## config.mk

```make
export PLATFORM = sky130hd
export DESIGN_NAME = res_tx
export DESIGN_NICKNAME = d
export VERILOG_FILES = /design/src/rtl/res_tx_pkg.sv /design/src/rtl/res_tx_timer.sv /design/src/rtl/res_tx.sv
export SDC_FILE = /design/constraint.sdc
export NUM_CORES = 1
export LEC_CHECK = 0
export CAP_MARGIN = 20
export CORE_ASPECT_RATIO = 1.2
export CORE_MARGIN = 10
export CORE_UTILIZATION = 54
export DETAILED_ROUTE_END_ITERATION = 7
export GPL_ROUTABILITY_DRIVEN = 1
export HOLD_SLACK_MARGIN = 0.1
export PLACE_DENSITY = 0.79
export SYNTH_ARGS = -nofsm -noshare
export SYNTH_HDL_FRONTEND = slang
export SYNTH_SLANG_ARGS = --single-unit
```

## constraint.sdc

```tcl
create_clock -name clk -period 2.3 [get_ports clk]
set_clock_uncertainty 0.1 [all_clocks]
set_input_delay 0.46 -clock clk [delete_from_list [all_inputs] [get_ports clk]]
set_output_delay 0.46 -clock clk [all_outputs]
set_load 0.005 [all_outputs]
```

## src/rtl/res_tx_pkg.sv

```systemverilog
// Shared types and widths for the result-FIFO serial transmitter.
package res_tx_pkg;
  localparam int RESULT_W   = 16;
  localparam int DATA_BITS  = 8;
  localparam int FRAME_BITS = 10;

  typedef enum logic [2:0] {
    S_IDLE,
    S_READ,
    S_LOAD,
    S_START,
    S_DATA,
    S_STOP
  } res_tx_state_t;
endpackage

```

## src/rtl/res_tx_timer.sv

```systemverilog
// Bit-period counter: runs 1..PERIOD and flags the last cycle of each period.
module res_tx_timer #(
  parameter int PERIOD = 10
) (
  input  logic clk,
  input  logic n_rst,
  input  logic i_clear,
  input  logic i_en,
  output logic o_roll
);
  localparam int CW = $clog2(PERIOD + 1);

  logic [CW-1:0] r_cnt;

  assign o_roll = (r_cnt == CW'(PERIOD));

  always_ff @(posedge clk or negedge n_rst) begin
    if (!n_rst)       r_cnt <= CW'(1);
    else if (i_clear) r_cnt <= CW'(1);
    else if (i_en)    r_cnt <= o_roll ? CW'(1) : r_cnt + 1'b1;
  end
endmodule

```

## src/rtl/res_tx.sv

```systemverilog
// Pops 16-bit results from res_fifo and sends them low byte first as
// two 8N1 frames on a single serial line.
module res_tx
  import res_tx_pkg::*;
#(
  parameter int BIT_PERIOD = 10
) (
  input  logic                clk,
  input  logic                n_rst,
  input  logic                tx_enable,
  input  logic                fifo_empty,
  input  logic [RESULT_W-1:0] fifo_result,
  output logic                fifo_renable,
  output logic                serial_out,
  output logic                busy,
  output logic                tx_done
);
  localparam int IDX_W = $clog2(DATA_BITS);

  res_tx_state_t        r_state;
  logic [RESULT_W-1:0]  r_hold;
  logic [DATA_BITS-1:0] r_shift;
  logic [IDX_W-1:0]     r_bit_idx;
  logic                 r_byte_sel;
  logic                 r_tx_done;
  logic                 w_roll;
  logic                 w_leave;
  logic                 w_tmr_en;

  // w_leave is high exactly on cycles where the FSM changes state; it also
  // restarts the bit timer so every state begins on a fresh bit period.
  always_comb begin
    w_leave = 1'b0;
    case (r_state)
      S_IDLE:          w_leave = !fifo_empty && tx_enable;
      S_READ, S_LOAD:  w_leave = 1'b1;
      S_START, S_STOP: w_leave = w_roll;
      S_DATA:          w_leave = w_roll && (r_bit_idx == IDX_W'(DATA_BITS - 1));
      default:         w_leave = 1'b1;
    endcase
  end

  assign w_tmr_en = (r_state == S_START) || (r_state == S_DATA) || (r_state == S_STOP);

  res_tx_timer #(.PERIOD(BIT_PERIOD)) u_timer (
    .clk    (clk),
    .n_rst  (n_rst),
    .i_clear(w_leave),
    .i_en   (w_tmr_en),
    .o_roll (w_roll)
  );

  always_ff @(posedge clk or negedge n_rst) begin
    if (!n_rst) begin
      r_state    <= S_IDLE;
      r_hold     <= '0;
      r_shift    <= '0;
      r_bit_idx  <= '0;
      r_byte_sel <= 1'b0;
      r_tx_done  <= 1'b0;
    end else begin
      r_tx_done <= 1'b0;
      case (r_state)
        S_IDLE: if (w_leave) r_state <= S_READ;
        S_READ: r_state <= S_LOAD;
        S_LOAD: begin
          r_hold     <= fifo_result;
          r_byte_sel <= 1'b0;
          r_state    <= S_START;
        end
        S_START: if (w_roll) begin
          r_shift <= r_byte_sel ? r_hold[RESULT_W-1:DATA_BITS] : r_hold[DATA_BITS-1:0];
          r_state <= S_DATA;
        end
        S_DATA: if (w_roll) begin
          r_shift   <= r_shift >> 1;
          r_bit_idx <= r_bit_idx + 1'b1;
          if (w_leave) r_state <= S_STOP;
        end
        S_STOP: if (w_roll) begin
          if (!r_byte_sel) begin
            r_byte_sel <= 1'b1;
            r_state    <= S_START;
          end else begin
            r_tx_done <= 1'b1;
            r_state   <= S_IDLE;
          end
        end
        default: r_state <= S_IDLE;
      endcase
    end
  end

  assign fifo_renable = (r_state == S_READ);
  assign busy         = (r_state != S_IDLE);
  assign tx_done      = r_tx_done;

  always_comb begin
    serial_out = 1'b1;
    case (r_state)
      S_START: serial_out = 1'b0;
      S_DATA:  serial_out = r_shift[0];
      default: serial_out = 1'b1;
    endcase
  end
endmodule
```

**Word level (Yosys, flattened, before mapping)**

Index checks and enable logic that the tools add are counted.

- Add/subtract/negate cells: 2
- Equality and inequality tests: 12
- Multiplexer cells: 21
- Reduce and logical (&&, ||, !) cells: 15

Operators by type and width:

| cell | count |
|---|---|
| $mux 8 | 3 |
| $pmux 3 s6 | 1 |
| $pmux 8 s2 | 1 |
| $mux 3 | 5 |
| $mux 4 | 3 |
| $ne 2x1->1 const B | 5 |
| $eq 3x3->1 const B | 3 |
| $eq 3x2->1 const B | 2 |
| $reduce_bool 2->1 | 3 |
| $reduce_and 5->1 | 1 |
| $add 4x1->4 const B | 1 |
| $eq 4x4->1 const B | 1 |
| $mux 1 | 4 |
| $pmux 1 s2 | 2 |
| $reduce_and 2->1 | 2 |
| $add 3x1->3 const B | 1 |
| $eq 3x1->1 const B | 1 |
| $logic_not 3->1 | 1 |
| $pmux 1 s3 | 1 |
| $reduce_and 3->1 | 1 |
| $reduce_bool 3->1 | 1 |
| $logic_and 1x1->1 | 2 |
| $logic_or 1x1->1 | 2 |
| $mux 2 | 1 |
| 2 further kinds | 2 |

- Register bits: 36
- Output and inout bits: 4
- Logic and storage cells: 57

**Logic depth before layout (Yosys ltp)**

- Depth in word-level cells: 6
- Mapped depth: 8

**Cells and area by module**

From an unflattened synthesis, not the netlist that was laid out.

- Cell total of the unflattened synthesis: 154
- Area, all modules: 1732.9 µm²

Modules (own cells, without submodules):

| module | times used | cells each | area an instance (µm²) |
|---|---|---|---|
| res_tx | 1 | 132 | 1526.5 |
| res_tx_timer | 1 | 22 | 206.4 |

**Least setup slack after synthesis**

Ideal clock, no wire load.

- Path type: reg-to-reg
- From: reg u_timer.r_cnt[0]
- To: reg r_bit_idx[1]
- Library setup time: 0.127 ns
- Data arrival time: 1.544 ns
- Required time: 2.073 ns
- Path slack: 0.528 ns
- Stages on the path, launching flop included: 7
- Path buffers: 1
- Clock period less this slack: 1.772 ns
- Path through: dfstp_2 -> inv_1 -> ha_1 -> and3b_1 -> buf_2 -> and2_4 -> mux2_1

- Word-level cells in the longest chain between the ends: 2

Ends and longest elaborated chain:

| element | RTL line | text |
|---|---|---|
| from (decl) | res_tx_timer.sv:13 | `logic [CW-1:0] r_cnt;` |
| from (signal assigned) | res_tx_timer.sv:20 | `else if (i_en) r_cnt <= o_roll ? CW'(1) : r_cnt + 1'b1;` |
| $eq 4x4->1 | res_tx_timer.sv:15 | `assign o_roll = (r_cnt == CW'(PERIOD));` |
| $reduce_and 2->1 (no source line) | n/a |  |
| to (signal assigned) | res_tx.sv:77 | `r_bit_idx <= r_bit_idx + 1'b1;` |
| to (decl) | res_tx.sv:23 | `logic [IDX_W-1:0] r_bit_idx;` |

No other way between the ends.
A chain may end at the register's enable or synchronous reset.

**Worst setup path after layout**

- From: reg r_state[1]
- To: out fifo_renable

- Word-level cells in the longest chain between the ends: 1

Ends and longest elaborated chain:

| element | RTL line | text |
|---|---|---|
| from (decl) | res_tx.sv:20 | `res_tx_state_t r_state;` |
| from (signal assigned) | res_tx.sv:55 | `r_state <= S_IDLE;` |
| from (signal assigned) | res_tx.sv:64 | `S_IDLE: if (w_leave) r_state <= S_READ;` |
| from (signal assigned) | res_tx.sv:65 | `S_READ: r_state <= S_LOAD;` |
| $eq 3x1->1 | res_tx.sv:94 | `assign fifo_renable = (r_state == S_READ);` |
| to (decl) | res_tx.sv:13 | `output logic fifo_renable,` |

No other way between the ends.

==> flow_summary.yaml <==
setup_path:
  crit_path_start_kind: "flop"
  crit_path_max_fanout: 6
  r2r-end: "r_bit_idx[2]"
  reg2reg_slack_ps: 430
  critical_path_required_ps: 1740
  worst_ep_arrival_time_ps: 1620
  cp-end-kind: "primary output"
  crit_path_end: "fifo_renable"
  setup.worst_path.start: "r_state[1]"
  reg2reg_path_depth: 5
  regToRegStartpoint: "u_timer.r_cnt[0]"
  class_of_the_most_critical_setup_path: "flop to primary output"
yosys:
  synth_area_per_cell_um2: 11.3
  postSynthCellCount: 156
  ys_types: 40
  synth_nets: 180
  ys_ff_latch: 36
  yosys_warnings: 0
  synth-seq-area-share_pct: 51.1
  synth.cell_area_um2: 1770
power:
  seq_power_share_pct: 56.5
  powerDensity_nw_per_um2: 545
  power.switching_fraction_pct: 20.9
  p_leak_nw: 0.908
  clock_power_share_pct: 37.4
  cell_internal_pwr_w: 0.000925
  vdd.ir_drop.worst_mv: 0.449
  netSwitchingPower_w: 0.000244
  share_comb_of_total_power_pct: 6.1
drt:
  post_drt_wl_per_cell_um: 15.4
  via_count: 1255
  viasPerCell: 5.60
  ant_nets: 0
  wl_um: 3450
  drtPass1Iterations: 4
  drc: 0
  dr.first_iter.drc_count: 88
clock_network:
  cts_inserted_buffers: 5
  cts.clk_slew.worst_paths_ps: 110
  cts-root-to-sink-buffers: 2
  clock_tree.htree_level_count: 2
  clock_latency_ps: 330
  cts-hold-fix-buffers: 0
  clockRootBuffer: "clkbuf_4"
  cts_tree: "yes"
  cts.sinks: 36
layout:
  layout_common_cells: "dfrtp_1, clkdlybuf4s50_1, nand2_1"
  final_layout_size_suffix_gt1_share_pct: 21.8
  area.growth.synth_to_final_pct: 21.5
  layout_commonest_cell: "dfrtp_1"
  multi_input_comb_area_um2: 802
  antenna-diode-count: 0
  final_cells: 224
  finish.net_count: 211
  ff_latch_area_um2: 906
  fillers: 226
global_route:
  overflow: 0
  maximum_number_of_pins_on_one_net_before_global_route_repair: 37
  grt_first_pass_wirelength_um: 5760
  antenna_found_initial: 0
  grt_util_all_layers_pct: 12.2
  first_global_vias: 1302
sta:
  rsz_0062_raised_after_global_routing: "false"
  worst_slew_margin_rel_pct: 60.1
  final-max-slew-violation-count: 0
  timing.final.crit_period_ps: 2180
  final_min_period_over_clock_period_pct: 94.9
  setup-violations-final: 0
  hold_viol_final: 0
  achievable-frequency_mhz: 458
  tightestPinTransition_ps: 599
  tns_ps: 0
die:
  initial_utilization_pct: 56.8
  floorplan.die_area_um2: 5970
  die_w_um: 72.2
  core.rowCount: 22
  floorplan.core_area_um2: 3110
  num_io_pins: 24
  die_h_um: 82.7
placement:
  gpl.final_weighted_congestion: 0.754
  placement.io_buffers: 23
  dp_hpwl_um: 2360
  numPlacedInstances: 208
run:
  cap_viol_max_count: 0
outcome:
  status: "finished, final reports clean"
hold_path:
  worst_hold_path_type: "flop to flop"
==> final cells by class <==
cell class,instances,share of cell area (%)
clock inverter,2,1.63
clock buffer,6,1.92
sequential,36,42.2
inverter,2,0.350
tap,36,2.10
timing repair buffer,33,14.4
multi-input combinational,109,37.4
==> cell usage after synthesis, drive strengths merged <==
cell / number / area, um2
dfrtp: 35 / 876
mux2: 18 / 203
nand2: 15 / 56.3
o21ai: 13 / 72.6
nor2: 12 / 52.6
a21oi: 10 / 53.8
mux2i: 9 / 90.1
buf: 8 / 56.3
nand2b: 5 / 31.3
ha: 4 / 50.1
and3b: 2 / 21.3
inv: 2 / 7.51
nand3: 2 / 10.0
nor2b: 2 / 12.5
or3: 2 / 12.5
a211oi: 1 / 12.5
a21boi: 1 / 7.51
a22o: 1 / 8.76
a311oi: 1 / 8.76
a31oi: 1 / 6.26
a41oi: 1 / 8.76
and2: 1 / 8.76
clkbuf: 1 / 3.75
dfstp: 1 / 26.3
nand3b: 1 / 7.51
nor3: 1 / 5.00
nor3b: 1 / 18.8
o211ai: 1 / 7.51
o22ai: 1 / 6.26
o31ai: 1 / 7.51
o32ai: 1 / 8.76
xor2: 1 / 8.76
==> state kept, by name, indices dropped and copies added, names as in the netlist <==
signal / flops
r_hold: 16
r_byte_sel: 1
u_timer.r_cnt: 4
r_bit_idx: 3
r_shift: 8
tx_done: 1
r_state: 3
==> worst min path at each step <==
| stage | start | to | depth (start not counted) | slack (ps) |
|---|---|---|---|---|
| 2_1_floorplan | n_rst | r_bit_idx[0] | 0 | 60 |
| 3_3_place_gp | r_bit_idx[0] | r_bit_idx[0] | 1 | 360 |
| 3_5_place_dp | r_hold[6] | r_hold[6] | 1 | 370 |
| 4_1_cts | r_bit_idx[0] | r_bit_idx[0] | 1 | 390 |
| 5_1_grt | n_rst | r_hold[10] | 2 | 430 |
| 6_report | r_bit_idx[0] | r_bit_idx[0] | 1 | 390 |
==> per-layer routing <==
| metal | GRT usage [%] | vias to the layer above | wire, um |
|---|---|---|---|
| met1 | 12.2 | 615 | 1390 |
| met4 | 6.01 | 0 | 104 |
| met5 | 0 | - | 0 |
| met3 | 5.01 | 9 | 197 |
| met2 | 21.6 | 23 | 1760 |
| li1 | - | 608 | - |
==> timing repair <==
action | CTS | global route
pin swaps | 1 | 0
setup endpoints to repair | 3 | 2
resized for setup | 5 | 1
setup buffers | 2 | 6
==> power groups by stage <==
stage                     clock network, W  logic [W]  registers (W)
final                             0.000437  0.0000717       0.000661
after floorplan                          0  0.0000233       0.000671
after detailed placement                 0  0.0000737       0.000673
after global placement                   0  0.0000710       0.000672
after CTS                         0.000448  0.0000740       0.000661
after global routing              0.000473  0.0000808       0.000663
==> logic make-up after synthesis <==
| group | after synthesis | share of synthesized area (%) |
|---|---|---|
| multiplexers | 27 | 16.6 |
| AND/OR/NAND/NOR | 44 | 13.4 |
| buffers and inverters | 11 | 3.82 |
| flip-flops | 36 | 51.1 |
| adder cells (fa/ha/maj) | 4 | 2.83 |
| AO/OA/AOI/OAI | 33 | 11.8 |
| XOR/XNOR | 1 | 0.496 |
==> worst max-delay path, stage by stage, from the launching register on <==
cell and delay, ps:
dfrtp_2 480, nand2b_1 210, nor2_1 100, clkdlybuf4s50_1 510
==> through the flow <==
step	hold slack [ps]	total power, W	setup WS (ps)	cell area, um2	utilization (%)
after floorplan	64.4	0.000694	528	1770	-
after global placement	364	0.000743	252	2000	64.2
after detailed placement	374	0.000747	219	2000	64.2
after CTS	394	0.00118	5.35	2100	67.4
after global routing	426	0.00122	26.2	2150	69.0
final	389	0.00117	117	2150	69.0
No activity file was read; power rests on OpenSTA's default activity.
